<file path="src/rtl/xgmii_pkg.sv">
// Shared XGMII character constants, the frame generator state set and lane-packing helpers.
package xgmii_pkg;

    localparam logic [7:0] XGMII_IDLE  = 8'h07;
    localparam logic [7:0] XGMII_START = 8'hFB;
    localparam logic [7:0] XGMII_TERM  = 8'hFD;
    localparam logic [7:0] XGMII_PRE   = 8'h55;
    localparam logic [7:0] XGMII_SFD   = 8'hD5;

    localparam logic [63:0] XGMII_IDLE_TXD = {8{XGMII_IDLE}};
    localparam logic [63:0] XGMII_PRE_TXD  = {XGMII_SFD, {6{XGMII_PRE}}, XGMII_START};

    typedef enum logic [2:0] {
        IDLE = 3'd0,
        PRE  = 3'd1,
        DATA = 3'd2,
        TERM = 3'd3,
        IPG  = 3'd4
    } xgmii_state_e;

    typedef struct packed {
        logic [63:0] txd;
        logic [7:0]  txc;
    } xgmii_word_t;

    // Eight consecutive payload bytes starting at 'first', lane 0 first.
    function automatic logic [63:0] data_word(input logic [7:0] first);
        logic [63:0] w;
        w = '0;
        for (int i = 0; i < 8; i++) begin
            w[8*i +: 8] = first + 8'(i);
        end
        return w;
    endfunction

    // r tail bytes from 'tail' in lanes 0..r-1, terminate in lane r, idles above.
    // r = 0 yields the stand-alone terminate word.
    function automatic xgmii_word_t term_word(input logic [2:0] r, input logic [63:0] tail);
        xgmii_word_t w;
        w = '0;
        for (int i = 0; i < 8; i++) begin
            if (i < int'(r)) begin
                w.txd[8*i +: 8] = tail[8*i +: 8];
            end else if (i == int'(r)) begin
                w.txd[8*i +: 8] = XGMII_TERM;
            end else begin
                w.txd[8*i +: 8] = XGMII_IDLE;
            end
        end
        w.txc = 8'hFF << r;
        return w;
    endfunction

endpackage

</file>
<file path="src/rtl/xgmii_frame_gen.sv">
// XGMII transmit frame generator: preamble, incrementing-byte payload, terminate, then a fixed idle gap.
//
// state | meaning (word currently on the wire)
// IDLE  | idle word, not busy, start accepted
// PRE   | start/preamble/SFD word
// DATA  | payload word; 'last' marks the final one, which may already carry the terminate
// TERM  | stand-alone terminate word (payload length multiple of 8)
// IPG   | forced idle words; ipg_cnt counts the ones still to follow
module xgmii_frame_gen
    import xgmii_pkg::*;
#(
    parameter int LEN_W     = 14,
    parameter int IPG_WORDS = 2
) (
    input  logic             clk,
    input  logic             reset,
    input  logic             start,
    input  logic [LEN_W-1:0] len,
    input  logic [7:0]       seed,
    output logic             busy,
    output logic             done,
    output logic [63:0]      xgmii_txd,
    output logic [7:0]       xgmii_txc
);

    localparam int IPG_CW = (IPG_WORDS > 1) ? $clog2(IPG_WORDS) : 1;
    localparam logic [IPG_CW-1:0] IPG_INIT = IPG_CW'(IPG_WORDS - 1);
    localparam logic [LEN_W-1:0]  WORD_BYTES = LEN_W'(8);

    xgmii_state_e      state, state_nxt;
    logic [LEN_W-1:0]  rem, rem_nxt;
    logic [7:0]        next_byte, next_byte_nxt;
    logic              last, last_nxt;
    logic [IPG_CW-1:0] ipg_cnt, ipg_cnt_nxt;
    xgmii_word_t       word_nxt;
    logic              done_nxt;

    always_comb begin
        state_nxt     = state;
        rem_nxt       = rem;
        next_byte_nxt = next_byte;
        last_nxt      = last;
        ipg_cnt_nxt   = ipg_cnt;
        word_nxt      = '{txd: XGMII_IDLE_TXD, txc: 8'hFF};
        done_nxt      = 1'b0;

        case (state)
            IDLE: begin
                if (start && (len != '0)) begin
                    state_nxt     = PRE;
                    rem_nxt       = len;
                    next_byte_nxt = seed;
                    last_nxt      = 1'b0;
                    word_nxt      = '{txd: XGMII_PRE_TXD, txc: 8'h01};
                end
            end

            PRE, DATA: begin
                if (last) begin
                    // a final word that already carried the terminate goes straight to the gap
                    if (done) begin
                        state_nxt   = IPG;
                        ipg_cnt_nxt = IPG_INIT;
                    end else begin
                        state_nxt = TERM;
                        word_nxt  = term_word(3'd0, '0);
                        done_nxt  = 1'b1;
                    end
                end else begin
                    state_nxt     = DATA;
                    next_byte_nxt = next_byte + 8'd8;
                    if (rem > WORD_BYTES) begin
                        rem_nxt  = rem - WORD_BYTES;
                        word_nxt = '{txd: data_word(next_byte), txc: 8'h00};
                    end else begin
                        last_nxt = 1'b1;
                        if (rem[2:0] == 3'd0) begin
                            word_nxt = '{txd: data_word(next_byte), txc: 8'h00};
                        end else begin
                            word_nxt = term_word(rem[2:0], data_word(next_byte));
                            done_nxt = 1'b1;
                        end
                    end
                end
            end

            TERM: begin
                state_nxt   = IPG;
                ipg_cnt_nxt = IPG_INIT;
            end

            IPG: begin
                if (ipg_cnt == '0) begin
                    state_nxt = IDLE;
                end else begin
                    ipg_cnt_nxt = ipg_cnt - 1'b1;
                end
            end

            default: begin
                state_nxt = IDLE;
            end
        endcase
    end

    always_ff @(posedge clk or posedge reset) begin
        if (reset) begin
            state     <= IDLE;
            rem       <= '0;
            next_byte <= '0;
            last      <= 1'b0;
            ipg_cnt   <= '0;
            xgmii_txd <= XGMII_IDLE_TXD;
            xgmii_txc <= 8'hFF;
            busy      <= 1'b0;
            done      <= 1'b0;
        end else begin
            state     <= state_nxt;
            rem       <= rem_nxt;
            next_byte <= next_byte_nxt;
            last      <= last_nxt;
            ipg_cnt   <= ipg_cnt_nxt;
            xgmii_txd <= word_nxt.txd;
            xgmii_txc <= word_nxt.txc;
            busy      <= (state_nxt != IDLE);
            done      <= done_nxt;
        end
    end

endmodule

</file>
<file path="config.mk">
export PLATFORM = sky130hd
export DESIGN_NAME = xgmii_frame_gen
export DESIGN_NICKNAME = d
export VERILOG_FILES = /design/src/rtl/xgmii_pkg.sv /design/src/rtl/xgmii_frame_gen.sv
export SDC_FILE = /design/constraint.sdc
export NUM_CORES = 1
export LEC_CHECK = 0
export BUFFER_PORTS_ARGS = -buffer_cell sky130_fd_sc_hd__buf_2
export CORE_UTILIZATION = 59
export DETAILED_ROUTE_END_ITERATION = 16
export PLACE_DENSITY = 0.85
export SLEW_MARGIN = 10
export SYNTH_ARGS = -nofsm -noshare
export SYNTH_HDL_FRONTEND = slang
export SYNTH_SLANG_ARGS = --single-unit
export TNS_END_PERCENT = 50
</file>
<file path="constraint.sdc">
create_clock -name clk -period 7.94 [get_ports clk]
set_input_delay 1.191 -clock clk [delete_from_list [all_inputs] [get_ports clk]]
set_output_delay 1.191 -clock clk [all_outputs]
set_load 0.005 [all_outputs]
</file>
Yosys cells after proc, flatten, opt, wreduce, memory -nomap -nowiden
Cells that the tools add are included.
{"block": "word_totals", "ff_bits": 101, "in_bits": 25, "output_inout_bits": 74, "wordCells": 103}
{"block": "op_classes", "add_sub_neg": 10, "order_cmp": 8, "n_eq_ne": 16, "n_shift": 1, "muxes": 46, "n_reduce_logical": 13}
{"op": "$mux 72", "count": 4}
{"op": "$pmux 72 s2", "count": 1}
{"op": "$mux 8", "count": 17}
{"op": "$mux 14", "count": 3}
{"op": "$add 8x3->8 const B", "count": 4}
{"op": "$pmux 14 s2", "count": 1}
{"op": "$add 8x2->8 const B", "count": 2}
{"op": "$mux 16", "count": 1}
{"op": "$pmux 8 s2", "count": 1}
{"op": "$gt 14x4->1 const B", "count": 1}
{"op": "$reduce_bool 14->1", "count": 1}
{"op": "$sub 14x4->14 const B", "count": 1}
{"op": "$eq 3x3->1 const A", "count": 4}
{"op": "$mux 3", "count": 4}
{"op": "$pmux 3 s4", "count": 1}
{"op": "$mux 1", "count": 11}
{"op": "$ne 2x2->1 const B", "count": 5}
{"op": "$logic_not 3->1", "count": 3}
{"op": "$lt 3x3->1 const A", "count": 3}
{"op": "$add 8x1->8 const B", "count": 1}
{"op": "$add 8x4->8 const B", "count": 1}
{"op": "$shl 8x3->8 const A", "count": 1}
{"op": "$eq 2x3->1 const A", "count": 2}
{"op": "$eq 3x2->1 const B", "count": 2}
{"op": "15 further kinds", "count": 19}

Logic depth before layout (Yosys ltp)
{"block": "logic_depth", "ltp_word": 7, "mapped_depth": 8, "ltp_nobuf": 7}

Least setup slack after synthesis
No wires, ideal clock.
{"block": "synth_path", "path_kind": "in2reg", "from": "input port len[0]", "to": "register rem[4]", "setup_ns": 0.136, "t_arrival_ns": 2.501, "required_time_ns": 7.804, "path_slack_ns": 5.303, "path_stages": 5, "n_path_buf": 0, "cell_sequence": "nor4_1 > nand4_1 > a31oi_1 > nor2_1 > mux2i_1"}
{"block": "synth_between", "elab_chain_len": 4}
{"element": "start, declared", "line": "xgmii_frame_gen.sv:18", "text": "input logic [LEN_W-1:0] len,"}
{"element": "$reduce_bool 14->1", "line": "xgmii_frame_gen.sv:49", "text": "if (start && (len != '0)) begin"}
{"element": "$logic_and 1x1->1", "line": "xgmii_frame_gen.sv:49"}
{"element": "$ne 2x2->1 (no line)"}
{"element": "$reduce_and 4->1 (no line)"}
{"element": "end signal, assigned", "line": "xgmii_frame_gen.sv:119", "text": "rem <= rem_nxt;"}
{"element": "end, declared", "line": "xgmii_frame_gen.sv:31", "text": "logic [LEN_W-1:0] rem, rem_nxt;"}
No other way between the ends.
A chain may end at the register's enable or synchronous reset.

Worst setup path after layout
{"block": "layout_path", "from": "input port len[9]", "to": "register rem[4]"}
Same word-level chain as after synthesis.

==> metrics.csv <==
stage;metric;value;unit
status;outcome;completed;
min_path;hp-class;flop to flop;
floorplanning;dieArea;0.00859;sq mm
timing;fin_skew;10.6;ps
critical_path;cp.arrival;3060;ps
critical_path;cpMaxStageDelayCell;a31oi_1;
detailed_routing;vias;4087;
grt;grt_max_degree;58;
synth;synth_area_leader_cell;dfrtp_1;
synth;seq_area_frac_synth;52.9;%
grt;grt-ovfl-total;0;
pwr;power_density;497;mW/mm^2
layout;area_growth;15.2;%
pwr;design_power_total;2.78;mW
clock_network;cts_buffers;9;
clock_network;cts_tree;yes;
timing;fin_crit;2810;ps
critical_path;rr_endpoint;xgmii_txd[38];
timing;finalMaxSlewViolations;0;
synth;ys_warn_count;0;
floorplanning;coreArea;0.00785;sq mm
grt;grt_pass1_wl;19900;microns
detailed_routing;ant_nets;0;
timing;worst_slew_pin_slew;821;ps
grt;grt.busiest_layer;met2;
clock_network;clkTransAtPathRegs;100;ps
floorplanning;die_w;92.7;microns
layout;final_util;71.2;%
synth;ys_ff_latch;101;
grt;use_met1;42.4;%
job;drv_cap;0;
critical_path;crit_end;rem[4];
grt;gr-usage-all-layers;30.4;%
pwr;vdd_ir_drop_max;0.280;mV
critical_path;reg2reg_from;rem[13];
place;portBuffers;98;
clock_network;cts_root_buf;clkbuf_8;
grt;antenna_found_initial;0;
grt;grtUsageMet2;47.7;%
synth;syn_inst;496;
clock_network;cts_htree_levels;3;
clock_network;cts_resized;0;
layout;antennaDiodeCount;0;
critical_path;worstRegToRegCells;5;
timing;fmax;0.356;GHz
detailed_routing;drt_wl_total;12600;microns
timing;rsz0062_at_grt;false;
grt;met3_usage;4.84;%
critical_path;cp-end-kind;flop;
detailed_routing;drtPass1Iterations;6;
timing;fin_setup_tns;0;ps
synth;ys.flop_type;dfrtp_1;
critical_path;critPathRequiredTime;8190;ps
place;place_area;0.00537;sq mm
critical_path;critPathMaxStageDelay;670;ps
floorplanning;pin_count;99;
critical_path;worst-path-max-fanout;10;
timing;finalSetupViolations;0;
critical_path;cp_top_family;simple AND/OR/NAND/NOR gates;
critical_path;start_kind;input port;
synth;ys_types;47;
critical_path;cp_cell_sequence;buf_2 -> nor4_1 -> nand4_1 -> a31oi_1 -> nor2_1 -> mux2i_1;
synth;synthTopCellsByArea;dfrtp_1 36%, dfstp_2 17%, a21oi_1 5.6%, xnor2_1 4.3%, ha_1 3.6%;
timing;timing.slew.headroom;45.1;%
timing;period_share;35.4;%
synth;synth-edff-count;0;
detailed_routing;drtIter0Drc;307;
timing;hold_slack;549;ps
critical_path;crit_path_start;len[9];
clock_network;clk_latency;370;ps
place;dp.final_hpwl;8760;microns
layout;fin_nets;618;
synth;avgSynthCellArea;9.78;sq um
detailed_routing;drc;0;
pwr;p_leak;2.52;nW
floorplanning;die_h;92.7;microns
synth;async_flop_share;100;%
grt;grt_pass1_vias;3864;
detailed_routing;viasPerCell;5.96;
critical_path;path_class;input port to flop;
detailed_routing;wl_per_cell;18.3;microns
critical_path;critical_path_cell_count;6;
floorplanning;start_util;61.8;%
layout;drive_gt1_share;29.6;%
timing;hold_violations;0;
synth;synth_top_cell_area_share;35.6;%
clock_network;cts_setup_buffers;0;
synth;synth_nets;535;
critical_path;worst-path-buf-inv;1;
floorplanning;row_count;32;
layout;finish.instance_area;0.00559;sq mm
place;place_congestion;0.913;
clock_network;cts-hold-fix-buffers;0;
clock_network;cts_sinks;101;
clock_network;cts_buffer_depth;2;
synth;synth_area;0.00485;sq mm
critical_path;r2r_setup_slack;5240;ps
per-stage QoR:
| stage | setup WS (ps) | std cells |
|---|---|---|
| after global placement | 4780 | 670 |
| final | 5130 | 686 |
| after detailed placement | 4770 | 670 |
| after floorplan | 4150 | 496 |
| after CTS | 5140 | 686 |
| after global routing | 4890 | 686 |
Yosys cell counts, types with 2 or more instances:
cell type and count:
xor2_1 13, a211oi_1 2, nand4_1 4, ha_1 14, or3_1 12, nor2_1 45, nand2_1 43, buf_1 3
xnor2_1 24, a31oi_1 10, nor4_1 3, a31o_2 8, and3_1 3, o21bai_1 2, a21oi_1 54, nand3_1 21
inv_1 13, dfstp_2 32, a21o_1 2, buf_6 2, nor2b_1 6, clkbuf_1 23, or2_2 5, nor3_1 15
nand2b_1 4, dfrtp_1 69, o21ai_2 2, mux2i_1 3, o31ai_1 5, a21boi_0 2, o21a_1 4, and2_4 2
o21ai_0 31, o22ai_1 2
metal layers:
layer | routed length (microns) | vias to the layer above | share of wire, %
li1 | - | 1881 | -
met1 | 5310 | 1976 | 42
met2 | 6000 | 199 | 48
met3 | 916 | 31 | 7.3
met4 | 356 | 0 | 2.8
met5 | 0 | - | 0
cell usage in the layout (no fill, tap or decap), types with 8 or more instances in the layout:
master,n
inv_1,12
xor2_1,13
o21ai_0,31
a31oi_1,10
or3_1,12
ha_1,14
nor3_1,14
a31o_2,8
dfstp_2,32
xnor2_1,24
buf_2,98
dfrtp_1,69
nor2_1,45
clkbuf_8,9
a21oi_1,54
nand3_1,21
nand2_1,43
power by group:
group,leakage [nW],internal (mW),switching (mW),total [mW]
sequential,1.20,0.803,0.202,1.01
combinational,1.22,0.557,0.866,1.42
clock,0.107,0.154,0.196,0.350
worst reg2reg max path, cell delays in order, from the launching register on:
cell	delay, ps
dfrtp_1	420
or4_1	660
nor3_1	330
nand2_1	340
o21ai_0	590
o21ai_0	200
final cells by class:
cell class	instances	area [sq um]
multi-input combinational	352	2110
timing repair buffer	101	513
tap	102	128
clock inverter	7	93.8
sequential	101	2570
clock buffer	9	124
fill	589	2260
inverter	14	53.8
logic make-up (layout without fill, tap and decap cells):
group | count (synthesis) | after routing | synth area share [%]
buffers and inverters | 43 | 131 | 3.66
adder cells (fa/ha/maj) | 14 | 14 | 3.61
XOR/XNOR | 37 | 37 | 6.68
multiplexers | 4 | 4 | 0.851
AND/OR/NAND/NOR | 169 | 169 | 16.8
AO/OA/AOI/OAI | 128 | 128 | 15.4
flip-flops | 101 | 101 | 52.9
sequential cells by signal (all words and copies together), names as in the netlist:
register	cells
busy	1
xgmii_txc	8
ipg_cnt	1
next_byte	8
xgmii_txd	64
state	3
done	1
last	1
rem	14
worst min path at each step:
stage | endpoint | startpoint | slack, ps | cells past startpoint
floorplan | rem[5] | rem[5] | 490 | 2
global placement | ipg_cnt | ipg_cnt | 510 | 2
detailed placement | ipg_cnt | ipg_cnt | 520 | 2
CTS | ipg_cnt | ipg_cnt | 550 | 2
global route | ipg_cnt | ipg_cnt | 570 | 2
finish | ipg_cnt | ipg_cnt | 550 | 2
Power figures use the tool's default switching activity.
